**config.mk**
```make
export PLATFORM = sky130hd
export DESIGN_NAME = ser_rx_link_sync
export DESIGN_NICKNAME = d
export VERILOG_FILES = /design/src/rtl/ser_rx_link_sync.sv
export SDC_FILE = /design/constraint.sdc
export NUM_CORES = 1
export LEC_CHECK = 0
export ABC_AREA = 1
export ABC_CLOCK_PERIOD_IN_PS = 4700
export BUFFER_PORTS_ARGS = -buffer_cell sky130_fd_sc_hd__buf_2
export CELL_PAD_IN_SITES_DETAIL_PLACEMENT = 0
export CELL_PAD_IN_SITES_GLOBAL_PLACEMENT = 1
export CORE_ASPECT_RATIO = 0.9
export CORE_MARGIN = 2
export CORE_UTILIZATION = 48
export CTS_BUF_LIST = sky130_fd_sc_hd__clkbuf_4
export DETAILED_ROUTE_END_ITERATION = 8
export PLACE_DENSITY = 0.85
export SETUP_SLACK_MARGIN = 0.02
export SYNTH_ARGS = -nofsm -noshare
export SYNTH_HDL_FRONTEND = slang
export SYNTH_SLANG_ARGS = --single-unit
```
**constraint.sdc**
```tcl
create_clock -name ser_rx_clk_i -period 4.7 [get_ports ser_rx_clk_i]
set_input_delay 0.94 -clock ser_rx_clk_i [delete_from_list [all_inputs] [get_ports ser_rx_clk_i]]
set_output_delay 0.94 -clock ser_rx_clk_i [all_outputs]
set_load 0.01 [all_outputs]
```
**src/rtl/ser_rx_link_sync.sv**
```systemverilog
`timescale 1ns/1ps
// Receive-link synchronisation controller: classifies each aligned word, runs the
// HUNT/ACQUIRE/SYNC/LOSS link FSM, requests re-alignment and forwards data words.
module ser_rx_link_sync #(
  parameter int ACQ_COMMAS     = 4,
  parameter int ERR_LIMIT      = 4,
  parameter int GOOD_RUN       = 16,
  parameter int COMMA_TIMEOUT  = 1024,
  parameter int REALIGN_CYCLES = 8
) (
  input  logic        ser_rx_clk_i,
  input  logic        ser_rx_rst_n,
  input  logic        link_en_i,
  input  logic        clr_i,
  input  logic [15:0] ser_r_i,
  input  logic        ser_rklsb_i,
  input  logic        ser_rkmsb_i,
  input  logic        ser_err_i,
  output logic        link_up_o,
  output logic        realign_o,
  output logic [1:0]  state_o,
  output logic [7:0]  loss_cnt_o,
  output logic [15:0] rx_data_o,
  output logic [1:0]  rx_k_o,
  output logic        rx_valid_o
);

  typedef enum logic [1:0] {
    HUNT    = 2'd0,
    ACQUIRE = 2'd1,
    SYNC    = 2'd2,
    LOSS    = 2'd3
  } state_t;

  localparam logic [4:0]  ACQ_TGT   = 5'(ACQ_COMMAS);
  localparam logic [4:0]  ERR_TGT   = 5'(ERR_LIMIT);
  localparam logic [7:0]  GOOD_LAST = 8'(GOOD_RUN - 1);
  localparam logic [16:0] TO_TGT    = 17'(COMMA_TIMEOUT);
  localparam logic [7:0]  RL_LAST   = 8'(REALIGN_CYCLES - 1);

  state_t      r_state, w_state_nxt;
  logic [3:0]  r_acq_cnt, w_acq_nxt;
  logic [3:0]  r_err_cnt, w_err_nxt;
  logic [7:0]  r_good_cnt, w_good_nxt;
  logic [15:0] r_to_cnt, w_to_nxt;
  logic [7:0]  r_rl_cnt, w_rl_nxt;
  logic [7:0]  r_loss_cnt;
  logic [15:0] r_rx_data;
  logic [1:0]  r_rx_k;
  logic        r_rx_valid;

  logic        w_err_word, w_comma, w_data;
  logic        w_timeout, w_lost, w_loss_entry;
  logic [4:0]  w_acq_inc, w_err_inc;
  logic [16:0] w_to_inc;

  // A K-comma in the high byte means the aligner locked on the wrong byte.
  assign w_err_word = ser_err_i | (ser_rkmsb_i & (ser_r_i[15:8] == 8'h3C));
  assign w_comma    = ~w_err_word & ser_rklsb_i & (ser_r_i[7:0] == 8'h3C);
  assign w_data     = ~w_err_word & ~w_comma;

  assign w_acq_inc = {1'b0, r_acq_cnt} + 5'd1;
  assign w_err_inc = {1'b0, r_err_cnt} + 5'd1;
  assign w_to_inc  = {1'b0, r_to_cnt} + 17'd1;
  assign w_timeout = ~w_comma & (w_to_inc == TO_TGT);

  always_ff @(posedge ser_rx_clk_i or negedge ser_rx_rst_n) begin
    if (!ser_rx_rst_n) r_state <= HUNT;
    else               r_state <= w_state_nxt;
  end

  always_comb begin
    w_state_nxt  = r_state;
    w_acq_nxt    = r_acq_cnt;
    w_err_nxt    = r_err_cnt;
    w_good_nxt   = r_good_cnt;
    w_to_nxt     = r_to_cnt;
    w_rl_nxt     = r_rl_cnt;
    w_lost       = 1'b0;
    w_loss_entry = 1'b0;

    case (r_state)
      HUNT: begin
        w_acq_nxt  = '0;
        w_err_nxt  = '0;
        w_good_nxt = '0;
        w_to_nxt   = '0;
        w_rl_nxt   = '0;
        if (w_comma) begin
          w_state_nxt = ACQUIRE;
          w_acq_nxt   = 4'd1;
        end
      end

      ACQUIRE: begin
        if (w_err_word || w_timeout) begin
          w_state_nxt = HUNT;
          w_acq_nxt   = '0;
          w_to_nxt    = '0;
        end else if (w_comma) begin
          w_acq_nxt = w_acq_inc[3:0];
          w_to_nxt  = '0;
          if (w_acq_inc == ACQ_TGT) begin
            w_state_nxt = SYNC;
            w_err_nxt   = '0;
            w_good_nxt  = '0;
          end
        end else begin
          w_to_nxt = w_to_inc[15:0];
        end
      end

      SYNC: begin
        w_to_nxt = w_comma ? 16'd0 : w_to_inc[15:0];
        w_lost   = w_timeout;
        if (w_err_word) begin
          w_err_nxt  = w_err_inc[3:0];
          w_good_nxt = '0;
          if (w_err_inc == ERR_TGT) w_lost = 1'b1;
        end else if (r_good_cnt == GOOD_LAST) begin
          // A full good run pays back one error; with none owed the run just saturates.
          if (r_err_cnt != 4'd0) begin
            w_err_nxt  = r_err_cnt - 4'd1;
            w_good_nxt = '0;
          end
        end else begin
          w_good_nxt = r_good_cnt + 8'd1;
        end
        if (w_lost) begin
          w_state_nxt  = LOSS;
          w_loss_entry = 1'b1;
          w_acq_nxt    = '0;
          w_err_nxt    = '0;
          w_good_nxt   = '0;
          w_to_nxt     = '0;
          w_rl_nxt     = '0;
        end
      end

      LOSS: begin
        if (r_rl_cnt == RL_LAST) begin
          w_state_nxt = HUNT;
          w_rl_nxt    = '0;
        end else begin
          w_rl_nxt = r_rl_cnt + 8'd1;
        end
      end

      default: w_state_nxt = HUNT;
    endcase

    if (!link_en_i) begin
      w_state_nxt  = HUNT;
      w_loss_entry = 1'b0;
      w_acq_nxt    = '0;
      w_err_nxt    = '0;
      w_good_nxt   = '0;
      w_to_nxt     = '0;
      w_rl_nxt     = '0;
    end
  end

  always_ff @(posedge ser_rx_clk_i or negedge ser_rx_rst_n) begin
    if (!ser_rx_rst_n) begin
      r_acq_cnt  <= '0;
      r_err_cnt  <= '0;
      r_good_cnt <= '0;
      r_to_cnt   <= '0;
      r_rl_cnt   <= '0;
    end else begin
      r_acq_cnt  <= w_acq_nxt;
      r_err_cnt  <= w_err_nxt;
      r_good_cnt <= w_good_nxt;
      r_to_cnt   <= w_to_nxt;
      r_rl_cnt   <= w_rl_nxt;
    end
  end

  // Clear takes priority over a loss counted in the same cycle.
  always_ff @(posedge ser_rx_clk_i or negedge ser_rx_rst_n) begin
    if (!ser_rx_rst_n)                                r_loss_cnt <= '0;
    else if (clr_i)                                   r_loss_cnt <= '0;
    else if (w_loss_entry && r_loss_cnt != 8'hFF)     r_loss_cnt <= r_loss_cnt + 8'd1;
  end

  always_ff @(posedge ser_rx_clk_i or negedge ser_rx_rst_n) begin
    if (!ser_rx_rst_n) begin
      r_rx_valid <= 1'b0;
      r_rx_data  <= '0;
      r_rx_k     <= '0;
    end else begin
      r_rx_valid <= (r_state == SYNC) && w_data;
      if ((r_state == SYNC) && w_data) begin
        r_rx_data <= ser_r_i;
        r_rx_k    <= {ser_rkmsb_i, ser_rklsb_i};
      end
    end
  end

  assign state_o    = r_state;
  assign link_up_o  = (r_state == SYNC);
  assign realign_o  = (r_state == LOSS);
  assign loss_cnt_o = r_loss_cnt;
  assign rx_data_o  = r_rx_data;
  assign rx_k_o     = r_rx_k;
  assign rx_valid_o = r_rx_valid;

endmodule

```
Yosys cells after proc, flatten, opt, wreduce, memory -nomap -nowiden:

Index checks and enable logic that the tools add are counted.

* input port bits: 23
* logic and storage cells: 109
* bits in registers: 69

* muxes and demuxes: 49
* eq/ne operators: 24
* $add $sub $neg: 7
* bitwise logic cells: 8
* reduce and logical (&&, ||, !) cells: 11

Operators by type and width (number)
* $mux 8: 13
* $mux 16: 4
* $mux 4: 12
* $pmux 16 s3: 1
* $pmux 8 s3: 2
* $add 8x1->8 const B: 3
* $pmux 4 s3: 2
* $add 16x1->17 const B: 1
* $eq 17x11->1 const B: 1
* $eq 8x6->1 const B: 2
* $mux 2: 7
* $ne 3x3->1 const B: 4
* $add 4x1->5 const B: 2
* $eq 5x3->1 const B: 2
* $ne 5x2->1 const B: 2
* $reduce_and 5->1: 2
* $eq 8x3->1 const B: 1
* $eq 8x4->1 const B: 1
* $ne 4x1->1 const B: 2
* $ne 4x4->1 const B: 2
* $ne 8x8->1 const B: 1
* $pmux 2 s4: 1
* $mux 1: 7
* $ne 3x2->1 const B: 2
* other kinds (15): 22

Logic depth before layout (Yosys ltp):

Gate-level depths: netlist (run 1).

* word-level depth: 17
* gate-level depth with buffers: 17

Worst setup path after synthesis (run 1):

No wires, ideal clock.

* path kind: input to register
* from: in ser_r_i[15]
* to: reg r_good_cnt[2]
* data arrival time: 2.352 ns
* library setup time: 0.121 ns
* setup slack: 2.227 ns
* cell stages on the path: 12
* cells stage by stage: nor3_1 -> nand3_1 -> nand2_2 -> inv_2 -> a21oi_2 -> nand3_1 -> buf_2 -> nand4_1 -> nand2_1 -> buf_2 -> nand2_1 -> o21ai_1

* longest elaborated chain between the ends: 14

Ends and longest elaborated chain
* start, declared: line 15 `input logic [15:0] ser_r_i,`
* $eq 8x6->1 (*): line 58 `assign w_err_word = ser_err_i | (ser_rkmsb_i & (ser_r_i[15:8] == 8'h3C));`
* $and 1x1->1 (*): line 58
* $or 1x1->1 (*): line 58
* $not 1->1: line 59 `assign w_comma = ~w_err_word & ser_rklsb_i & (ser_r_i[7:0] == 8'h3C);`
* $and 1x1->1 (2 in a row): line 59
* $not 1->1: line 65 `assign w_timeout = ~w_comma & (w_to_inc == TO_TGT);`
* $and 1x1->1: line 65
* $mux 1: line 119 `if (w_err_inc == ERR_TGT) w_lost = 1'b1;`
* $mux 1: line 116 `if (w_err_word) begin`
* $mux 1: line 82 `case (r_state)`
* $mux 8: line 129 `if (w_lost) begin`
* $pmux 8 s3: line 82
* $mux 8: line 152 `if (!link_en_i) begin`
* end signal, assigned: line 173 `r_good_cnt <= w_good_nxt;`
* end, declared: line 44 `logic [7:0] r_good_cnt, w_good_nxt;`

Every way passes the cells marked *; elsewhere a longest branch is shown, timed or not. The select of a mux whose other input is x is not followed.
A chain may end at the register's enable or synchronous reset.

Worst setup path in the final report (run 1):

* from: in ser_r_i[15]
* to: reg r_good_cnt[6]

The elaborated chain is that of the path after synthesis.

==> run_results.csv, run 1 <==
group,metric,value,unit
timing,slew_headroom,44.3,%
floorplanning,start_util,50.2,%
synth,ys_types,40,
timing,tns,0,ns
synth,synthCells,559,
drt,wirelength,9730,um
timing,worst_pin_slew,0.835,ns
clock_tree,clk_pin_slew,0.13,ns
worst_setup_path,crit_arrival,3.16,ns
worst_hold_path,hp-class,"reg -> reg",
floorplanning,core,8690,um^2
synth,ys_seq_area_share,39.6,%
synth,synth_edf_count,0,
place,dp_hpwl,7060,um
worst_setup_path,r2r-end,"r_good_cnt[6]",
power,clkPwrFrac,22.8,%
synth,synthFlopType,"dfrtp_1",
power,p_comb_share,33.8,%
floorplanning,rows,32,
floorplanning,fp.dieH,94.4,um
drt,drt_iter0_markers,189,
clock_tree,cts-root-buf,"clkbuf_4",
power,vdd_ir_drop_max,0.245,mV
drt,wl_per_cell,13.2,um
power,sw_frac_of_total,38.6,%
worst_setup_path,cp.required,5.07,ns
worst_setup_path,crit_path_end_kind,"register",
final_layout,diodes,0,
worst_setup_path,crit_path_max_fanout,12,
timing,period_share,59.4,%
worst_setup_path,reg2reg_depth,15,
synth,syn-num-nets,596,
global_route,grt_first_pass_wirelength,16900,um
final_layout,areaGrowthSynthToFinish,11.5,%
floorplanning,ios,54,
power,switchingPower,677,uW
final_layout,final_nets,650,
clock_tree,clock_sinks,69,
power,p_per_area,360,nW/um^2
drt,drc,0,
drt,vias,3769,
timing,finClkSkew,0.0118,ns
place,place_congestion,0.792,
clock_tree,cts_setup_buffers,0,
timing,setup_violations,0,
global_route,grt_overflow_total,0,
timing,finalMaxSlewViolations,0,
clock_tree,cts_hold_buf,0,
timing,timing.hold.ws,0.504,ns
timing,hold_viol_final,0,
status,outcome,"finished, final reports clean",
synth,async_flop_share,100,%
worst_setup_path,reg2reg_from,"r_to_cnt[1]",
worst_setup_path,crit_path_start,"ser_r_i[15]",
clock_tree,cts_made_buffers,9,
power,leakage,0.00236,uW
worst_setup_path,ff2ff_setup_slack,2.03,ns
worst_setup_path,crit_path_end,"r_good_cnt[6]",
flow_run,cap_violations,0,
timing,max_freq,0.358,GHz
power,power_frac_seq,43.3,%
global_route,antenna_found_initial,0,
worst_setup_path,setup.worst_path.start_class,"input port",
clock_tree,clk_latency,0.43,ns
synth,synth.avg_cell_area,7.80,um^2
clock_tree,cts_tree,"built",
clock_tree,clockBufferDepth,2,
timing,rsz0062_at_grt,"false",
global_route,grt_max_degree,36,
drt,dr.pass1.iters,4,
power,intPower,1080,uW
floorplanning,dieArea,9860,um^2
synth,ys_ff_latch,69,
global_route,grt_pass1_vias,3602,
drt,viasPerCell,5.11,
worst_setup_path,crit_type,"in -> reg",
clock_tree,cts_htree_levels,3,
synth,ys.warnings.count,0,
final_layout,layout_common_cells,"nand2_1 (150), dfrtp_1 (69), inv_1 (55), buf_2 (53), nor2_1 (52)",
floorplanning,fp.dieW,104,um
final_layout,final_common_cell,"nand2_1",
synth,synthesis.area,4360,um^2
final_layout,layout-drive-gt1-share,18.6,%
drt,antenna_left,0,
global_route,grt_usage,21.2,%
timing,fin_crit,2.79,ns
clock_tree,cts.repair.resized,0,
place,portBuffers,53,
Yosys cell counts, types with 2 or more instances:
library cell | number | share of area [%]
nand2_1 | 150 | 13
dfrtp_1 | 69 | 40
inv_1 | 55 | 4.7
nor2_1 | 52 | 4.5
nand3_1 | 33 | 3.8
nor3_1 | 25 | 2.9
o21ai_1 | 19 | 2.2
xor2_1 | 18 | 3.6
ha_1 | 14 | 4.0
o21ai_0 | 14 | 1.6
nand4_1 | 13 | 1.9
nand3b_1 | 11 | 1.9
mux2_1 | 8 | 2.1
a21oi_1 | 6 | 0.69
mux2_2 | 6 | 1.5
nand2_2 | 6 | 0.86
nor2_2 | 6 | 0.86
nor4_1 | 6 | 0.86
buf_2 | 4 | 0.46
buf_6 | 4 | 1.0
clkbuf_1 | 4 | 0.34
inv_2 | 4 | 0.34
nand2_4 | 4 | 1.0
nand3_2 | 4 | 0.92
nor2_4 | 3 | 0.77
o31ai_1 | 3 | 0.52
xnor2_1 | 3 | 0.60
a31oi_1 | 2 | 0.29
or2_2 | 2 | 0.29
power by group through the flow:
| stage | Combinational, uW | Sequential, uW | Clock (uW) |
|---|---|---|---|
| finish | 593 | 759 | 400 |
| global route | 666 | 775 | 436 |
| CTS | 598 | 761 | 412 |
| detailed placement | 596 | 770 | 0 |
| global placement | 587 | 764 | 0 |
| floorplan | 365 | 803 | 0 |
state kept, by name, summed over array words and instances, names as in the netlist:
signal,count
rx_data_o,16
rx_k_o,2
state_o,2
r_err_cnt,4
rx_valid_o,1
r_good_cnt,8
r_to_cnt,16
loss_cnt_o,8
r_acq_cnt,4
r_rl_cnt,8
metal layers:
layer | track usage [%] | share of wire, %
met2 | 34.6 | 45
met5 | 0 | 0
met4 | 5.41 | 0.86
met3 | 4.69 | 5.7
met1 | 28.8 | 49
worst min path at each step:
stage	endpoint	slack, ns	start	cells after the start
floorplan	r_to_cnt[15]	0.47	r_to_cnt[15]	2
global placement	rx_data_o[10]	0.46	rx_data_o[10]	1
detailed placement	rx_data_o[0]	0.48	rx_data_o[0]	1
CTS	rx_data_o[0]	0.51	rx_data_o[0]	1
global route	rx_data_o[0]	0.52	rx_data_o[0]	1
finish	rx_data_o[15]	0.50	rx_data_o[15]	1
cell families after synthesis:
group | after synthesis | share of synthesized area (%)
AOI/OAI and AO/OA | 47 | 6.03
xor gates and xnor gates | 22 | 4.59
adders and majority gates | 14 | 4.02
buffers and inverters | 73 | 7.12
DFF | 69 | 39.6
muxes | 14 | 3.62
and+or+nand+nor | 320 | 35.0
critical path: stages:
cell and delay, ns:
buf_2 0.11, nor3_1 0.20, nand3_1 0.11, nand2_2 0.22, inv_2 0.15, a21oi_2 0.15, nand3_1 0.39, nand4_1 0.24
nand2_1 0.27, inv_1 0.23, nand2_1 0.08, nand2_1 0.06
through the flow:
step | cell area, um^2 | setup WS (ns) | cells | total power [uW] | utilization, %
2_1_floorplan | 4360 | 2.23 | 559 | 1170 | -
3_3_place_gp | 4720 | 1.48 | 721 | 1350 | 54.3
3_5_place_dp | 4720 | 1.42 | 721 | 1370 | 54.3
4_1_cts | 4860 | 1.87 | 737 | 1770 | 55.9
5_1_grt | 4860 | 1.68 | 737 | 1880 | 55.9
6_report | 4860 | 1.91 | 737 | 1750 | 55.9
area by class of cell:
| type | count | area (um^2) |
|---|---|---|
| clock buffers | 9 | 67.6 |
| clock inverters | 7 | 75.1 |
| fillers | 858 | 3830 |
| inverters | 60 | 225 |
| multi-input cells | 417 | 2330 |
| flip-flops and latches | 69 | 1730 |
| well taps | 119 | 149 |
| repair buffers | 56 | 288 |
(Power assumes the default switching activity.)
==> run 2: changes to the inputs <==
ABC_AREA = 0   (was 1)
ABC_CLOCK_PERIOD_IN_PS = 2500   (was 4700)
CORE_UTILIZATION = 41   (was 48)
PLACE_DENSITY = 0.75   (was 0.85)
clock period = 2.5 ns   (was 4.7 ns; I/O delays follow)
==> run_results.csv, run 2 <==
group,metric,value,unit
synth,synth_top_area_share,42.1,%
power,intPower,1890,uW
worst_setup_path,crit_path_max_fanout,6,
global_route,grt_first_pass_wirelength,18500,um
drt,drt_iter0_markers,262,
final_layout,final_nets,610,
timing,setup_ws,0.00950,ns
synth,synthCells,460,
synth,synthesis.area,4100,um^2
floorplanning,fp.dieH,98.9,um
drt,antenna_left,0,
place,place_congestion,0.841,
final_layout,multiInputGateArea,2600,um^2
floorplanning,dieArea,10800,um^2
power,p_per_area,546,nW/um^2
power,p_comb_share,33.0,%
worst_setup_path,cp.required,2.85,ns
synth,yosysMostFrequentCell,"nand2_1",
power,clkPwrFrac,23.6,%
timing,rsz0062_at_grt,"true",
floorplanning,ios,54,
final_layout,post-route-util,57.1,%
synth,ys_ff_latch,69,
timing,worst_pin_slew,0.525,ns
timing,timing.hold.ws,0.0476,ns
timing,tns,0,ns
final_layout,areaGrowthSynthToFinish,35.1,%
power,vdd_ir_drop_max,0.390,mV
clock_tree,clock_sinks,69,
drt,wl_per_cell,15.4,um
global_route,grt_overflow_total,0,
timing,finClkSkew,0.0161,ns
final_layout,layout-drive-gt1-share,36.0,%
timing,max_freq,0.402,GHz
place,portBuffers,53,
synth,synth_area_leaders,"dfrtp_1 (42%), nand2_1 (7.2%), ha_1 (4.3%), nand3_1 (4.1%), o21ai_0 (3.0%)",
drt,dr.pass1.iters,4,
synth,ys_seq_area_share,42.1,%
synth,synth_commonest_cells,"nand2_1 (79), dfrtp_1 (69), nand3_1 (34)",
timing,slew_headroom,64.9,%
clock_tree,clk_latency,0.44,ns
floorplanning,rows,34,
timing,setup_violations,0,
power,sw_frac_of_total,37.7,%
final_layout,diodes,0,
timing,hold_viol_final,0,
floorplanning,fp.dieW,109,um
worst_setup_path,crit_type,"reg -> reg",
global_route,grt_max_degree,70,
synth,ys.warnings.count,0,
global_route,grt_usage,21.4,%
clock_tree,cts_made_buffers,9,
clock_tree,clk_pin_slew,0.14,ns
final_layout,final_common_cell,"nand2_1",
synth,async_flop_share,100,%
timing,finalMaxSlewViolations,0,
worst_hold_path,hp-class,"in -> async",
synth,synth_edf_count,0,
power,p_total,3030,uW
clock_tree,cts_tree,"built",
final_layout,nFillCells,890,
worst_setup_path,setup.worst_path.start_class,"register",
synth,synth.avg_cell_area,8.92,um^2
timing,period_share,99.6,%
clock_tree,cts_hold_buf,0,
place,dp_hpwl,7690,um
worst_setup_path,crit_path_end_kind,"register",
synth,synthFlopType,"dfrtp_1",
timing,fin_crit,2.49,ns
synth,syn-num-nets,497,
power,leakage,0.00252,uW
floorplanning,start_util,42.3,%
synth,yosys.area.top_type,"dfrtp_1",
worst_setup_path,crit_arrival,2.84,ns
drt,drc,0,
drt,vias,3891,
power,switchingPower,1140,uW
power,power_frac_seq,43.4,%
flow_run,cap_violations,0,
place,place_ws,-0.284,ns
global_route,grt_pass1_vias,3824,
clock_tree,cts_htree_levels,3,
global_route,antenna_found_initial,0,
final_layout,layout_common_cells,"nand2_1 (75), dfrtp_1 (69), buf_4 (63), buf_2 (53), nand3_1 (30)",
drt,wirelength,10900,um
status,outcome,"finished, final reports clean",
drt,viasPerCell,5.53,
floorplanning,core,9700,um^2
clock_tree,clockBufferDepth,2,
final_layout,regArea,1730,um^2
synth,ys_types,65,
clock_tree,cts-root-buf,"clkbuf_4",
[run 2: logic make-up (layout without fill, tap and decap cells)]
logic type	count (synthesis)	in the layout	share of synthesized area (%)
simple gates	207	207	25.9
compound gates	111	111	19.1
flops	69	69	42.1
buf+inv	38	156	3.90
fa+ha+maj	14	14	4.27
xor+xnor	14	14	2.99
mux	7	7	1.83
[run 2: metal layers]
| metal | share of wire, % | up-vias | GRT usage [%] | wire length, um |
|---|---|---|---|---|
| met5 | 0 | - | 0 | 0 |
| met4 | 1.4 | 0 | 5.94 | 152 |
| met3 | 3.0 | 12 | 4.43 | 326 |
| met2 | 48 | 54 | 33.5 | 5190 |
| met1 | 48 | 1900 | 29.9 | 5200 |
| li1 | - | 1925 | - | - |
[run 2: cell type report]
cell class	count	area share [%]
clock buffer	9	1.22
multi-input combinational	353	47.0
sequential	69	31.2
timing repair buffer	126	15.7
inverter	14	0.948
tap	126	2.84
clock inverter	7	1.13
[run 2: worst max-delay path, cell delays in order, from the launching register on]
cell and delay [ns]:
dfrtp_1 0.44, and4_1 0.21, nor4b_4 0.15, or3_4 0.34, a2111oi_4 0.35, buf_6 0.18, a21boi_4 0.08, or3_4 0.46
o31ai_2 0.19
[run 2: worst paths after layout]
check	from	to	slack, ns	cells past startpoint
min in group ser_rx_clk_i	ser_r_i[10]	rx_data_o[10]	0.26	3
hold / removal	ser_rx_rst_n	rx_data_o[15]	0.05	2
setup / recovery	r_to_cnt[1]	r_rl_cnt[7]	0.01	8
hold reg to reg	rx_data_o[8]	rx_data_o[8]	0.49	2
max in group asynchronous	ser_rx_rst_n	r_good_cnt[5]	2.13	2
setup reg to reg	r_to_cnt[1]	r_rl_cnt[7]	0.01	8
[run 2: stage by stage]
stage / cell area, um^2 / std cells
finish: 5540 / 704
global placement: 5010 / 687
global route: 5540 / 704
detailed placement: 5010 / 687
CTS: 5260 / 703
floorplan: 4150 / 460
[run 2: timing repair]
item,in CTS,in global routing
setup buffers,1,1
pin swaps,14,23
resized for setup,24,54
endpoints found under the setup margin,44,48
gates cloned,0,0
[run 2: power by group through the flow]
stage / logic (uW) / registers (uW) / clock network [uW]
floorplan: 431 / 1390 / 0
global placement: 895 / 1330 / 0
detailed placement: 906 / 1340 / 0
CTS: 927 / 1310 / 744
global route: 1100 / 1330 / 784
finish: 997 / 1310 / 715
